--- src/rtl/wasm_core_pkg.sv ---
// Shared constants for the wasm_core stack machine: value types, trap codes, opcodes, FSM states.
package wasm_core_pkg;

    localparam logic [1:0] TyI32 = 2'd0;
    localparam logic [1:0] TyI64 = 2'd1;
    localparam logic [1:0] TyF32 = 2'd2;
    localparam logic [1:0] TyF64 = 2'd3;

    localparam logic [3:0] TrapNone        = 4'd0;
    localparam logic [3:0] TrapEnded       = 4'd1;
    localparam logic [3:0] TrapUnreachable = 4'd2;
    localparam logic [3:0] TrapBadOpcode   = 4'd3;
    localparam logic [3:0] TrapUnderflow   = 4'd4;
    localparam logic [3:0] TrapNoFpu       = 4'd5;
    localparam logic [3:0] TrapMemError    = 4'd6;
    localparam logic [3:0] TrapOverflow    = 4'd7;
    localparam logic [3:0] TrapNo64b       = 4'd8;

    localparam logic [7:0] OpUnreachable  = 8'h00;
    localparam logic [7:0] OpNop          = 8'h01;
    localparam logic [7:0] OpEnd          = 8'h0B;
    localparam logic [7:0] OpDrop         = 8'h1A;
    localparam logic [7:0] OpI32Const     = 8'h41;
    localparam logic [7:0] OpI64Const     = 8'h42;
    localparam logic [7:0] OpF32Const     = 8'h43;
    localparam logic [7:0] OpF64Const     = 8'h44;
    localparam logic [7:0] OpI32ReintF32  = 8'hBC;
    localparam logic [7:0] OpI64ReintF64  = 8'hBD;
    localparam logic [7:0] OpF32ReintI32  = 8'hBE;
    localparam logic [7:0] OpF64ReintI64  = 8'hBF;

    typedef enum logic [1:0] {StFetch, StDecode, StExec, StHalt} state_e;
    typedef enum logic [1:0] {StackNone, StackPush, StackPop, StackRelabel} stack_op_e;

endpackage

--- src/rtl/wasm_leb128_decode.sv ---
// Signed LEB128 decoder over a 10-byte window (first byte in [79:72]); stops at max_bytes_i.
module wasm_leb128_decode (
    input  logic [79:0] bytes_i,
    input  logic [3:0]  max_bytes_i,
    output logic [63:0] value_o,
    output logic [3:0]  len_o,
    output logic        malformed_o
);
    logic [69:0] acc;
    logic        done;
    logic        unused_acc_hi;

    always_comb begin
        acc         = '0;
        done        = 1'b0;
        len_o       = '0;
        malformed_o = 1'b1;
        for (int i = 0; i < 10; i++) begin
            if (!done && i < int'(max_bytes_i)) begin
                acc[7*i +: 7] = bytes_i[78-8*i -: 7];
                if (!bytes_i[79-8*i]) begin
                    done        = 1'b1;
                    malformed_o = 1'b0;
                    len_o       = 4'(i + 1);
                    // Bit 6 of the final byte is the sign; extend it above the decoded bits.
                    if (bytes_i[78-8*i]) begin
                        acc = acc | ({70{1'b1}} << (7 * (i + 1)));
                    end
                end
            end
        end
        value_o = acc[63:0];
    end

    assign unused_acc_hi = ^acc[69:64];

endmodule

--- src/rtl/wasm_core.sv ---
// Minimal WebAssembly stack-machine core: FETCH -> DECODE -> EXEC per instruction.
// Define WASM_CORE_STACK_CHECK_EN to trap on stack underflow/overflow instead of tolerating it.
module wasm_core
    import wasm_core_pkg::*;
#(
    parameter int unsigned HAS_FPU     = 1,
    parameter int unsigned USE_64B     = 1,
    parameter int unsigned MEM_DEPTH   = 16,
    parameter int unsigned STACK_DEPTH = 8
) (
    input  logic               clk,
    input  logic               reset,
    output logic [63:0]        result,
    output logic [1:0]         result_type,
    output logic               result_empty,
    output logic [3:0]         trap,
    output logic [MEM_DEPTH:0] mem_addr,
    output logic [3:0]         mem_extra,
    input  logic [127:0]       mem_data,
    input  logic               mem_error
);
    localparam int unsigned PcW  = MEM_DEPTH + 1;
    localparam int unsigned SpW  = $clog2(STACK_DEPTH + 1);
    localparam int unsigned IdxW = $clog2(STACK_DEPTH);

    state_e              state_q, state_d;
    logic [PcW-1:0]      pc_q, pc_d;
    logic [3:0]          trap_q, trap_d;
    logic [SpW-1:0]      sp_q, sp_d;
    logic [63:0]         stk_val_q [STACK_DEPTH];
    logic [63:0]         stk_val_d [STACK_DEPTH];
    logic [1:0]          stk_typ_q [STACK_DEPTH];
    logic [1:0]          stk_typ_d [STACK_DEPTH];
    stack_op_e           op_q, op_d;
    logic [63:0]         imm_q, imm_d;
    logic [1:0]          imm_type_q, imm_type_d;
    logic [3:0]          len_q, len_d;

    logic                stk_empty, stk_full;
    logic [IdxW-1:0]     top_idx, wr_idx;
    logic [63:0]         top_val;
    logic [1:0]          top_type;

    logic [7:0]          opcode;
    logic [3:0]          leb_max, leb_len;
    logic [63:0]         leb_value, le_bytes;
    logic                leb_malformed;
    stack_op_e           dec_op;
    logic [63:0]         dec_val;
    logic [1:0]          dec_type, dec_need;
    logic [3:0]          dec_len, dec_trap;
    logic                is_float, is_64;
    logic                unused_win;

    assign opcode     = mem_data[127:120];
    assign leb_max    = (opcode == OpI64Const) ? 4'd10 : 4'd5;
    assign unused_win = ^mem_data[39:0];

    wasm_leb128_decode u_leb (
        .bytes_i     (mem_data[119:40]),
        .max_bytes_i (leb_max),
        .value_o     (leb_value),
        .len_o       (leb_len),
        .malformed_o (leb_malformed)
    );

    // An empty stack reads as value 0 of type i32.
    assign stk_empty = (sp_q == '0);
    assign stk_full  = (sp_q == SpW'(STACK_DEPTH));
    assign top_idx   = IdxW'(sp_q - SpW'(1));
    assign top_val   = stk_empty ? '0 : stk_val_q[top_idx];
    assign top_type  = stk_empty ? TyI32 : stk_typ_q[top_idx];

    always_comb begin
        dec_op   = StackNone;
        dec_val  = '0;
        dec_type = TyI32;
        dec_need = TyI32;
        dec_len  = 4'd1;
        dec_trap = TrapNone;
        is_float = 1'b0;
        is_64    = 1'b0;
        for (int k = 0; k < 8; k++) begin
            le_bytes[8*k +: 8] = mem_data[119-8*k -: 8];
        end
        case (opcode)
            OpUnreachable: dec_trap = TrapUnreachable;
            OpNop:         ;
            OpEnd:         dec_trap = TrapEnded;
            OpDrop:        dec_op = StackPop;
            OpI32Const: begin
                dec_op  = StackPush;
                dec_val = {32'd0, leb_value[31:0]};
                dec_len = leb_len + 4'd1;
                if (leb_malformed) dec_trap = TrapBadOpcode;
            end
            OpI64Const: begin
                is_64    = 1'b1;
                dec_op   = StackPush;
                dec_val  = leb_value;
                dec_type = TyI64;
                dec_len  = leb_len + 4'd1;
                if (leb_malformed) dec_trap = TrapBadOpcode;
            end
            OpF32Const: begin
                is_float = 1'b1;
                dec_op   = StackPush;
                dec_val  = {32'd0, le_bytes[31:0]};
                dec_type = TyF32;
                dec_len  = 4'd5;
            end
            OpF64Const: begin
                is_float = 1'b1;
                is_64    = 1'b1;
                dec_op   = StackPush;
                dec_val  = le_bytes;
                dec_type = TyF64;
                dec_len  = 4'd9;
            end
            OpI32ReintF32: begin
                is_float = 1'b1;
                dec_op   = StackRelabel;
                dec_type = TyI32;
                dec_need = TyF32;
            end
            OpI64ReintF64: begin
                is_float = 1'b1;
                is_64    = 1'b1;
                dec_op   = StackRelabel;
                dec_type = TyI64;
                dec_need = TyF64;
            end
            OpF32ReintI32: begin
                is_float = 1'b1;
                dec_op   = StackRelabel;
                dec_type = TyF32;
                dec_need = TyI32;
            end
            OpF64ReintI64: begin
                is_float = 1'b1;
                is_64    = 1'b1;
                dec_op   = StackRelabel;
                dec_type = TyF64;
                dec_need = TyI64;
            end
            default: dec_trap = TrapBadOpcode;
        endcase

        // Later assignments override earlier ones, giving the fault priority order.
        if (dec_trap == TrapNone && dec_op == StackRelabel && top_type != dec_need) begin
            dec_trap = TrapBadOpcode;
        end
`ifdef WASM_CORE_STACK_CHECK_EN
        if (dec_trap == TrapNone) begin
            if ((dec_op == StackPop || dec_op == StackRelabel) && stk_empty) begin
                dec_trap = TrapUnderflow;
            end else if (dec_op == StackPush && stk_full) begin
                dec_trap = TrapOverflow;
            end
        end
`endif
        if (is_64 && USE_64B == 0) dec_trap = TrapNo64b;
        if (is_float && HAS_FPU == 0) dec_trap = TrapNoFpu;
        if (mem_error) dec_trap = TrapMemError;
    end

    always_comb begin
        state_d    = state_q;
        pc_d       = pc_q;
        trap_d     = trap_q;
        sp_d       = sp_q;
        stk_val_d  = stk_val_q;
        stk_typ_d  = stk_typ_q;
        op_d       = op_q;
        imm_d      = imm_q;
        imm_type_d = imm_type_q;
        len_d      = len_q;
        // Without stack checking a push onto a full stack overwrites the top entry.
        wr_idx     = stk_full ? top_idx : IdxW'(sp_q);
        case (state_q)
            StFetch: state_d = StDecode;
            StDecode: begin
                op_d       = dec_op;
                imm_d      = dec_val;
                imm_type_d = dec_type;
                len_d      = dec_len;
                if (dec_trap != TrapNone) begin
                    trap_d  = dec_trap;
                    state_d = StHalt;
                end else begin
                    state_d = StExec;
                end
            end
            StExec: begin
                pc_d    = pc_q + PcW'(len_q);
                state_d = StFetch;
                case (op_q)
                    StackPush: begin
                        stk_val_d[wr_idx] = imm_q;
                        stk_typ_d[wr_idx] = imm_type_q;
                        if (!stk_full) sp_d = sp_q + SpW'(1);
                    end
                    StackPop: begin
                        if (!stk_empty) sp_d = sp_q - SpW'(1);
                    end
                    StackRelabel: begin
                        if (stk_empty) begin
                            stk_val_d[0] = '0;
                            stk_typ_d[0] = imm_type_q;
                            sp_d         = SpW'(1);
                        end else begin
                            stk_typ_d[top_idx] = imm_type_q;
                        end
                    end
                    default: ;
                endcase
            end
            default: ;
        endcase
    end

    always_ff @(posedge clk or negedge reset) begin
        if (!reset) begin
            state_q    <= StFetch;
            pc_q       <= '0;
            trap_q     <= TrapNone;
            sp_q       <= '0;
            op_q       <= StackNone;
            imm_q      <= '0;
            imm_type_q <= TyI32;
            len_q      <= '0;
            for (int i = 0; i < STACK_DEPTH; i++) begin
                stk_val_q[i] <= '0;
                stk_typ_q[i] <= TyI32;
            end
        end else begin
            state_q    <= state_d;
            pc_q       <= pc_d;
            trap_q     <= trap_d;
            sp_q       <= sp_d;
            op_q       <= op_d;
            imm_q      <= imm_d;
            imm_type_q <= imm_type_d;
            len_q      <= len_d;
            stk_val_q  <= stk_val_d;
            stk_typ_q  <= stk_typ_d;
        end
    end

    assign result       = top_val;
    assign result_type  = top_type;
    assign result_empty = stk_empty;
    assign trap         = trap_q;
    assign mem_addr     = pc_q;
    assign mem_extra    = 4'd15;

endmodule

--- config.mk ---
export PLATFORM = sky130hd
export DESIGN_NAME = wasm_core
export DESIGN_NICKNAME = d
export VERILOG_FILES = /design/src/rtl/wasm_core_pkg.sv /design/src/rtl/wasm_leb128_decode.sv /design/src/rtl/wasm_core.sv
export SDC_FILE = /design/constraint.sdc
export NUM_CORES = 1
export LEC_CHECK = 0
export CAP_MARGIN = 10
export CELL_PAD_IN_SITES_DETAIL_PLACEMENT = 1
export CELL_PAD_IN_SITES_GLOBAL_PLACEMENT = 2
export CORE_ASPECT_RATIO = 0.8
export CORE_MARGIN = 8
export CORE_UTILIZATION = 43
export CTS_CLUSTER_DIAMETER = 40
export DETAILED_ROUTE_END_ITERATION = 12
export PLACE_DENSITY_LB_ADDON = 0.1
export REMOVE_ABC_BUFFERS = 1
export SLEW_MARGIN = 20
export SYNTH_ARGS = -nofsm -noshare
export SYNTH_HDL_FRONTEND = slang
export SYNTH_HIERARCHICAL = 1
export SYNTH_SLANG_ARGS = --single-unit
--- constraint.sdc ---
create_clock -name clk -period 9.4 [get_ports clk]
set_clock_uncertainty 0.2 [all_clocks]
set_input_delay 0.94 -clock clk [delete_from_list [all_inputs] [get_ports clk]]
set_output_delay 0.94 -clock clk [all_outputs]
set_load 0.01 [all_outputs]
==> results of run 1 <==
-- metal layers --
| metal | vias to the layer above | share of wire | routed length [um] |
|---|---|---|---|
| li1 | 9193 | - | - |
| met1 | 11400 | 0.45 | 43500 |
| met2 | 617 | 0.47 | 45100 |
| met3 | 199 | 0.052 | 5040 |
| met4 | 4 | 0.031 | 3020 |
| met5 | - | 0.00031 | 30 |
-- flip-flops by register name, indices dropped and copies added (netlist names) --
signal / cells
trap: 3
mem_addr: 17
op_q: 2
stk_val_q: 512
sp_q: 4
imm_type_q: 2
stk_typ_q: 16
state_q: 2
imm_q: 64
len_q: 4
-- through the flow --
stage | setup slack (ns) | hold WS, ns | total power [mW] | area, um^2 | instances
floorplan | 2.04 | 0.200 | 2.84 | 27900 | 2218
global placement | 2.80 | 0.250 | 2.98 | 31100 | 3289
detailed placement | 2.77 | 0.256 | 2.98 | 31100 | 3289
CTS | 2.07 | 0.194 | 6.77 | 34600 | 3465
global route | 1.64 | 0.222 | 6.89 | 34600 | 3467
finish | 2.02 | 0.159 | 6.70 | 34600 | 3468
-- cells in the mapped netlist (4+ instances only) --
library cell	number
o211ai_1	4
clkbuf_1	125
a31oi_1	70
nor4b_1	4
buf_2	38
a221oi_1	96
a211oi_1	6
nand2_1	238
ha_1	7
nand2b_1	13
nand3_1	84
o21a_1	6
mux2i_1	7
dfrtp_1	626
mux2_2	457
nor4_1	5
xor2_1	8
xnor2_1	13
a21oi_1	22
nor2_1	101
a22o_1	68
buf_4	6
inv_1	17
nand4_1	7
buf_1	17
and3_1	10
mux2_1	8
a22oi_1	163
nor3_1	13
o21ai_0	53
nor2b_1	9
and2b_1	6
a21o_1	46
-- cells by family (layout without fill, tap and decap cells) --
logic type / after synthesis / after routing / synth area share
buffers and inverters: 205 / 404 / 0.0298
XOR/XNOR: 21 / 21 / 0.00641
AO/OA/AOI/OAI: 560 / 560 / 0.148
multiplexers: 472 / 472 / 0.185
adder cells (fa/ha/maj): 9 / 9 / 0.00410
AND/OR/NAND/NOR: 508 / 508 / 0.0803
other: 2 / 8 / 0.000262
flip-flops: 626 / 626 / 0.546
-- layout make-up --
cell class	instances	area, um^2	area share
antenna	3	7.51	0.000217
clock buffer	116	2620	0.0758
clock inverter	60	792	0.0229
inverter	17	63.8	0.00185
multi-input combinational	1575	12300	0.356
sequential	626	15700	0.453
tap	860	1080	0.0311
timing repair buffer	211	2050	0.0592
-- critical path, stage by stage, from the launching register on --
cell and delay (ns):
dfrtp_1 0.88, inv_1 0.52, ha_1 1.10, and3_2 1.06
buf_4 0.52, a22o_1 0.22, a221oi_1 0.05, a31oi_1 0.53
clkdlybuf4s50_1 0.66
-- where the power goes --
group | internal, mW | total (mW) | switching [mW]
Sequential | 2.71 | 2.74 | 0.0288
Clock | 2.41 | 3.76 | 1.35
Combinational | 0.0692 | 0.200 | 0.131
-- path summary, 6_finish.rpt --
path                           startpoint             end  slack (ns)
min in group clk           stk_val_q[453]  stk_val_q[453]        0.27
max in group asynchronous           reset  stk_val_q[111]        6.62
min                                 reset  stk_val_q[258]        0.16
min reg2reg                stk_val_q[453]  stk_val_q[453]        0.27
max reg2reg                       sp_q[0]  stk_val_q[481]        4.06
max                               sp_q[0]      result[54]        2.02
==> impl_metrics.toml, run 1 <==
[run_status]
status = "complete, no violations"

[place]
port_buffers = 171
dp.final_hpwl_um = 54700
gp_congestion = 0.802

[drt]
drtAntennaViolNets = 0
drc = 0
routed_wl_um = 96700
num_vias = 21400
drtIter0Drc = 1367
wl_per_cell_um = 27.9
vias_per_cell = 6.17
drtPass1Iterations = 5

[grt]
overflow = 0
grt_pass1_wl_um = 149000
grt.total_usage = 0.256
gr-usage-met2 = 0.411
gr-usage-met3 = 0.0474
grt_max_degree = 170
grt_pass1_vias = 23200
use_met1 = 0.351
grt.busiest_layer = "met2"
antenna_found_initial = 5

[sta]
fin_tns_setup_ns = 0
rsz0062_at_grt = "no"
report.final.slew_viol_count = 0
fin_crit_ns = 7.38
worst_slew_pin_slew_ns = 1.20
fin_crit_sh = 0.785
max_freq_mhz = 136
hold_viol_final = 0
slew_headroom = 0.202
setup_viol_count_final = 0

[setup_path]
cp.required_ns = 8.26
startpoint_type = "flop"
critPathMaxFanout = 32
crit_path_end_kind = "output pin"
path_class = "flop to output pin"
reg2reg_depth = 10
arrival_ns = 6.24

[clock_network]
cts_root_buf = "clkbuf_16"
cts_buffers = 95
path_clk_slew_ns = 0.05
post_cts_buffers = 0
clock-sinks = 626
htree_levels = 3
ctsResizeCount = 0
cts.hold.buffers_added = 0
clk_latency_ns = 0.65
clockBufferDepth = 3
cts_tree = "done"

[synthesis]
synthArstFlopShare = 1.00
synth-edff-count = 0
syn_area_per_cell_um2 = 11.9
synth_top_flop_cell = "dfrtp_1"
synth_seq_cells = 626
seq_area_frac_synth = 0.546
synth_cell_type_count = 73
yosys.area.top_type = "dfrtp_1"
syn_inst = 2403
synth_area_um2 = 28700
yosys-top-cells-area = "dfrtp_1 (55%), mux2_2 (18%), a22oi_1 (4.3%)"
synth_top_area_frac = 0.546
yosysWarningCount = 6

[power]
pwr_density_cell_nw_per_um2 = 194
p_leak_nw = 16.2
ir_drop_mv = 0.158

[layout]
nets = 2665
fin_util = 0.525
final_layout_size_suffix_gt1_frac = 0.271
fillers = 6652
syn2layout_area_growth_pct = 20.5
layout_common_cells = "dfrtp_1 (626), mux2_2 (457), nand2_1 (236)"
layout_commonest_cell = "dfrtp_1"

[floorplan]
start_util = 0.435
dieArea_um2 = 75300
rows = 84
dieWidth_um = 305
core_um2 = 65900
io_pins = 223
fp.dieH_um = 247

[job]
drv_cap = 0

[worst_hold_path]
hold_class = "primary input to asynchronous set/reset pin"
No activity file was read; power rests on OpenSTA's default activity.
==> run 2, diff against run 1 <==
--- a/config.mk
+++ b/config.mk
@@ -10,7 +10,7 @@
 export CELL_PAD_IN_SITES_GLOBAL_PLACEMENT = 2
 export CORE_ASPECT_RATIO = 0.8
 export CORE_MARGIN = 8
-export CORE_UTILIZATION = 43
+export CORE_UTILIZATION = 36
 export CTS_CLUSTER_DIAMETER = 40
 export DETAILED_ROUTE_END_ITERATION = 12
 export PLACE_DENSITY_LB_ADDON = 0.1
==> constraint.sdc (replaced) <==
create_clock -name clk -period 6.45 [get_ports clk]
set_clock_uncertainty 0.2 [all_clocks]
set_input_delay 0.645 -clock clk [delete_from_list [all_inputs] [get_ports clk]]
set_output_delay 0.645 -clock clk [all_outputs]
set_load 0.01 [all_outputs]
==> impl_metrics.toml, run 2 (same netlist as run 1, synthesis figures left out) <==
[run_status]
status = "complete, no violations"

[sta]
report.final.slew_viol_count = 0
hold_viol_final = 0
max_freq_mhz = 183
worst_slew_pin_slew_ns = 1.12
fin_crit_sh = 0.847
setup_ws_ns = 0.988
whs_ns = 0.264
rsz0062_at_grt = "no"
setup_viol_count_final = 0
fin_crit_ns = 5.46
slew_headroom = 0.251
fin_tns_setup_ns = 0

[power]
pwr_density_cell_nw_per_um2 = 276
p_leak_nw = 16.4
ir_drop_mv = 0.170
power.total_mw = 9.68

[clock_network]
htree_levels = 3
clockBufferDepth = 3
ctsResizeCount = 0
path_clk_slew_ns = 0.05
clock-sinks = 626
post_cts_buffers = 0
cts.hold.buffers_added = 1
clk_latency_ns = 0.65
cts_root_buf = "clkbuf_16"
cts_buffers = 95
cts_tree = "done"

[floorplan]
dieWidth_um = 332
core_um2 = 78900
io_pins = 223
dieArea_um2 = 89000
fp.dieH_um = 268
rows = 92
start_util = 0.364

[layout]
fin_area_um2 = 35100
syn2layout_area_growth_pct = 22.5
layout_common_cells = "dfrtp_1 (626), mux2_2 (457), nand2_1 (237)"
nets = 2691
layout_commonest_cell = "dfrtp_1"
fin_util = 0.445
final_layout_size_suffix_gt1_frac = 0.277
fin_cells = 3669
largest_register_ffs = 512
largest_register = "stk_val_q"

[grt]
grt_max_degree = 153
grt_pass1_wl_um = 155000
overflow = 0
grt_pass1_vias = 23500
grt.total_usage = 0.226
antenna_found_initial = 9

[place]
place_ws_ns = 0.796
port_buffers = 171
place_area_um2 = 31700
dp.final_hpwl_um = 60300
gp_congestion = 0.774
place_inst = 3488

[drt]
routed_wl_um = 101000
drtAntennaViolNets = 0
drc = 0
vias_per_cell = 5.82
num_vias = 21300
wl_per_cell_um = 27.7
drtPass1Iterations = 5
drtIter0Drc = 1422

[setup_path]
critPathMaxFanout = 19
path_class = "flop to output pin"
arrival_ns = 4.62
cp.required_ns = 5.60
crit_path_end_kind = "output pin"
startpoint_type = "flop"

[worst_hold_path]
hold_class = "flop to flop"

[job]
drv_cap = 0
run 2: cell types whose count changed in the layout (fill, tap and decap cells not counted), sizes merged:
cell | previous run | this run
buf | 41 | 66
bufinv | 15 | 13
clkbuf | 116 | 117
clkinv | 21 | 29
clkinvlp | 11 | 8
dlygate4sd3 | 0 | 1
inv | 30 | 27
run 2: final timing paths:
kind / startpoint / endpoint / slack (ns) / cells past startpoint
setup / recovery: sp_q[1] / result[21] / 0.99 / 7
hold / removal: stk_val_q[478] / stk_val_q[478] / 0.26 / 2
setup reg to reg: sp_q[0] / stk_val_q[477] / 2.24 / 11
hold reg to reg: stk_val_q[478] / stk_val_q[478] / 0.26 / 2
max in group asynchronous: reset / stk_val_q[84] / 4.12 / 3
min in group asynchronous: reset / mem_addr[15] / 0.45 / 2
run 2: cell type report:
cell class	count	area, um^2
diodes	3	7.51
flip-flops and latches	626	15700
repair buffers	237	2440
well taps	1034	1290
clock inverters	60	741
inverters	17	63.8
fillers	8092	43700
clock buffers	117	2620
multi-input cells	1575	12300
run 2: power breakdown:
group          switching [mW]  internal, mW
clock                    1.96          3.43
sequential             0.0431          3.95
combinational           0.197         0.104
total                    2.20          7.48
run 2: critical path: stages (launching register included):
cell and delay [ns]:
dfrtp_1 0.59, inv_1 0.14, ha_1 0.76, and3_2 0.87, buf_4 0.31, a22oi_1 0.11, a31oi_1 0.51, clkdlybuf4s50_1 0.67
run 2: metal layers:
layer	up-vias	wire length (um)	track usage
met1	11300	46000	0.305
met2	561	47500	0.372
met4	8	2900	0.0682
met3	201	4980	0.0428
met5	-	54	0
li1	9240	-	-
==> run 3, diff against run 2 <==
--- a/config.mk
+++ b/config.mk
@@ -10,7 +10,7 @@
 export CELL_PAD_IN_SITES_GLOBAL_PLACEMENT = 2
 export CORE_ASPECT_RATIO = 0.8
 export CORE_MARGIN = 8
-export CORE_UTILIZATION = 36
+export CORE_UTILIZATION = 40
 export CTS_CLUSTER_DIAMETER = 40
 export DETAILED_ROUTE_END_ITERATION = 12
 export PLACE_DENSITY_LB_ADDON = 0.1
==> constraint.sdc (replaced) <==
create_clock -name clk -period 5.5 [get_ports clk]
set_clock_uncertainty 0.2 [all_clocks]
set_input_delay 0.55 -clock clk [delete_from_list [all_inputs] [get_ports clk]]
set_output_delay 0.55 -clock clk [all_outputs]
set_load 0.01 [all_outputs]
==> impl_metrics.toml, run 3 (same netlist as run 1, synthesis figures left out) <==
[floorplan]
start_util = 0.405
dieArea_um2 = 80600
core_um2 = 70800
rows = 87
fp.dieH_um = 255
dieWidth_um = 315
io_pins = 223

[setup_path]
rr_endpoint = "stk_val_q[463]"
reg2reg_depth = 11
cpPeakStageDelay_ns = 0.66
startpoint_type = "flop"
r2r_setup_slack_ns = 1.32
slowest_stage = "clkdlybuf4s50_1"
crit_path_end_kind = "output pin"
cp_cell_sequence = "inv_1 -> ha_1 -> xor2_1 -> and3_2 -> buf_4 -> a22o_1 -> a221oi_1 -> a31oi_1 -> clkdlybuf4s50_1"
path_class = "flop to output pin"
cp.required_ns = 4.75
path_buf_inv = 3
cp.depth = 9
critPathMaxFanout = 12
path_delay_family = "buffers and inverters"
arrival_ns = 4.50
timing.rr.start = "sp_q[1]"

[power]
p_clk_frac = 0.547
power.switching_mw = 2.61
p_sw_frac = 0.235
seqPwrFrac = 0.421
p_leak_nw = 16.3
p_int_mw = 8.49
p_comb_frac = 0.032
ir_drop_mv = 0.225
pwr_density_cell_nw_per_um2 = 318

[layout]
layout_commonest_cell = "dfrtp_1"
final_layout_size_suffix_gt1_frac = 0.276
fin_util = 0.494
largest_register_ffs = 512
fin_cells = 3575
largest_register = "stk_val_q"
syn2layout_area_growth_pct = 22.0
nets = 2698
layout_common_cells = "dfrtp_1 (626), mux2_2 (457), nand2_1 (236)"

[sta]
worst_slew_pin_slew_ns = 1.18
report.final.slew_viol_count = 0
rsz0062_at_grt = "no"
fin_crit_sh = 0.955
slew_headroom = 0.208
fin_crit_ns = 5.25
setup_ws_ns = 0.249
setup_viol_count_final = 0
max_freq_mhz = 190
hold_viol_final = 0

[drt]
drtIter0Drc = 1449
drtPass1Iterations = 5
routed_wl_um = 100000
num_vias = 21400
drtAntennaViolNets = 0
vias_per_cell = 6.00
wl_per_cell_um = 28.1
drc = 0

[worst_hold_path]
hold_class = "primary input to asynchronous set/reset pin"

[place]
place_inst = 3397
gp_congestion = 0.782
dp.final_hpwl_um = 58500
place_ws_ns = 0.234
port_buffers = 171

[clock_network]
cts_tree = "done"
post_cts_buffers = 0
cts_root_buf = "clkbuf_16"
clk_latency_ns = 0.66
cts.hold.buffers_added = 1
ctsResizeCount = 0
htree_levels = 3
path_clk_slew_ns = 0.06
clock-sinks = 626
clockBufferDepth = 3
cts_buffers = 93

[grt]
antenna_found_initial = 4
overflow = 0
grt_pass1_vias = 23600
grt_pass1_wl_um = 154000
grt.total_usage = 0.248
grt_max_degree = 153

[job]
drv_cap = 0

[run_status]
status = "complete, no violations"
## run 3: cell type report
| cell class | instances | area [um^2] |
|---|---|---|
| clock buffers | 118 | 2530 |
| flip-flops and latches | 626 | 15700 |
| fillers | 7170 | 35800 |
| multi-input cells | 1575 | 12300 |
| clock inverters | 54 | 686 |
| inverters | 17 | 63.8 |
| diodes | 5 | 12.5 |
| repair buffers | 246 | 2530 |
| well taps | 934 | 1170 |
## run 3: worst reg2reg max path, delay by kind of cell (launching register included)
family,cells,cell delay (ns)
compound gates,1,0.27
flops,1,0.55
simple gates,5,1.33
buf+inv,4,1.33
fa+ha+maj,1,0.37
## run 3: metrics by stage
stage | hold slack (ns) | instance area [um^2] | power [mW] | TNS [ns]
floorplan | 0.0544 | 27900 | 4.85 | -226.04
global placement | 0.249 | 31700 | 5.10 | 0
detailed placement | 0.257 | 31700 | 5.12 | 0
CTS | 0.246 | 34900 | 11.2 | 0
global route | 0.277 | 35000 | 11.5 | 0
finish | 0.242 | 35000 | 11.1 | 0
## run 3: worst max-delay path by stage
stage	start	endpoint	slack, ns
global route	sp_q[1]	result[6]	0.13
CTS	sp_q[1]	result[55]	0.26
finish	sp_q[1]	result[55]	0.25
detailed placement	mem_data[124]	imm_q[63]	0.23
floorplan	mem_data[124]	len_q[2]	-1.47
global placement	mem_data[124]	len_q[2]	0.34
## run 3: routing by layer
| layer | part of all wire | routed length, um | vias up | GRT usage |
|---|---|---|---|---|
| li1 | - | - | 9241 | - |
| met1 | 0.45 | 45700 | 11500 | 0.341 |
| met2 | 0.47 | 47500 | 530 | 0.400 |
| met3 | 0.047 | 4730 | 174 | 0.0473 |
| met4 | 0.025 | 2470 | 2 | 0.0659 |
| met5 | 0.00013 | 13 | - | 0 |
## run 3: power groups by stage
stage	Combinational [mW]	Sequential (mW)	Clock, mW
6_report	0.353	4.68	6.07
5_1_grt	0.389	4.68	6.40
3_5_place_dp	0.355	4.76	0
4_1_cts	0.358	4.68	6.20
2_1_floorplan	0.104	4.74	0
3_3_place_gp	0.347	4.76	0
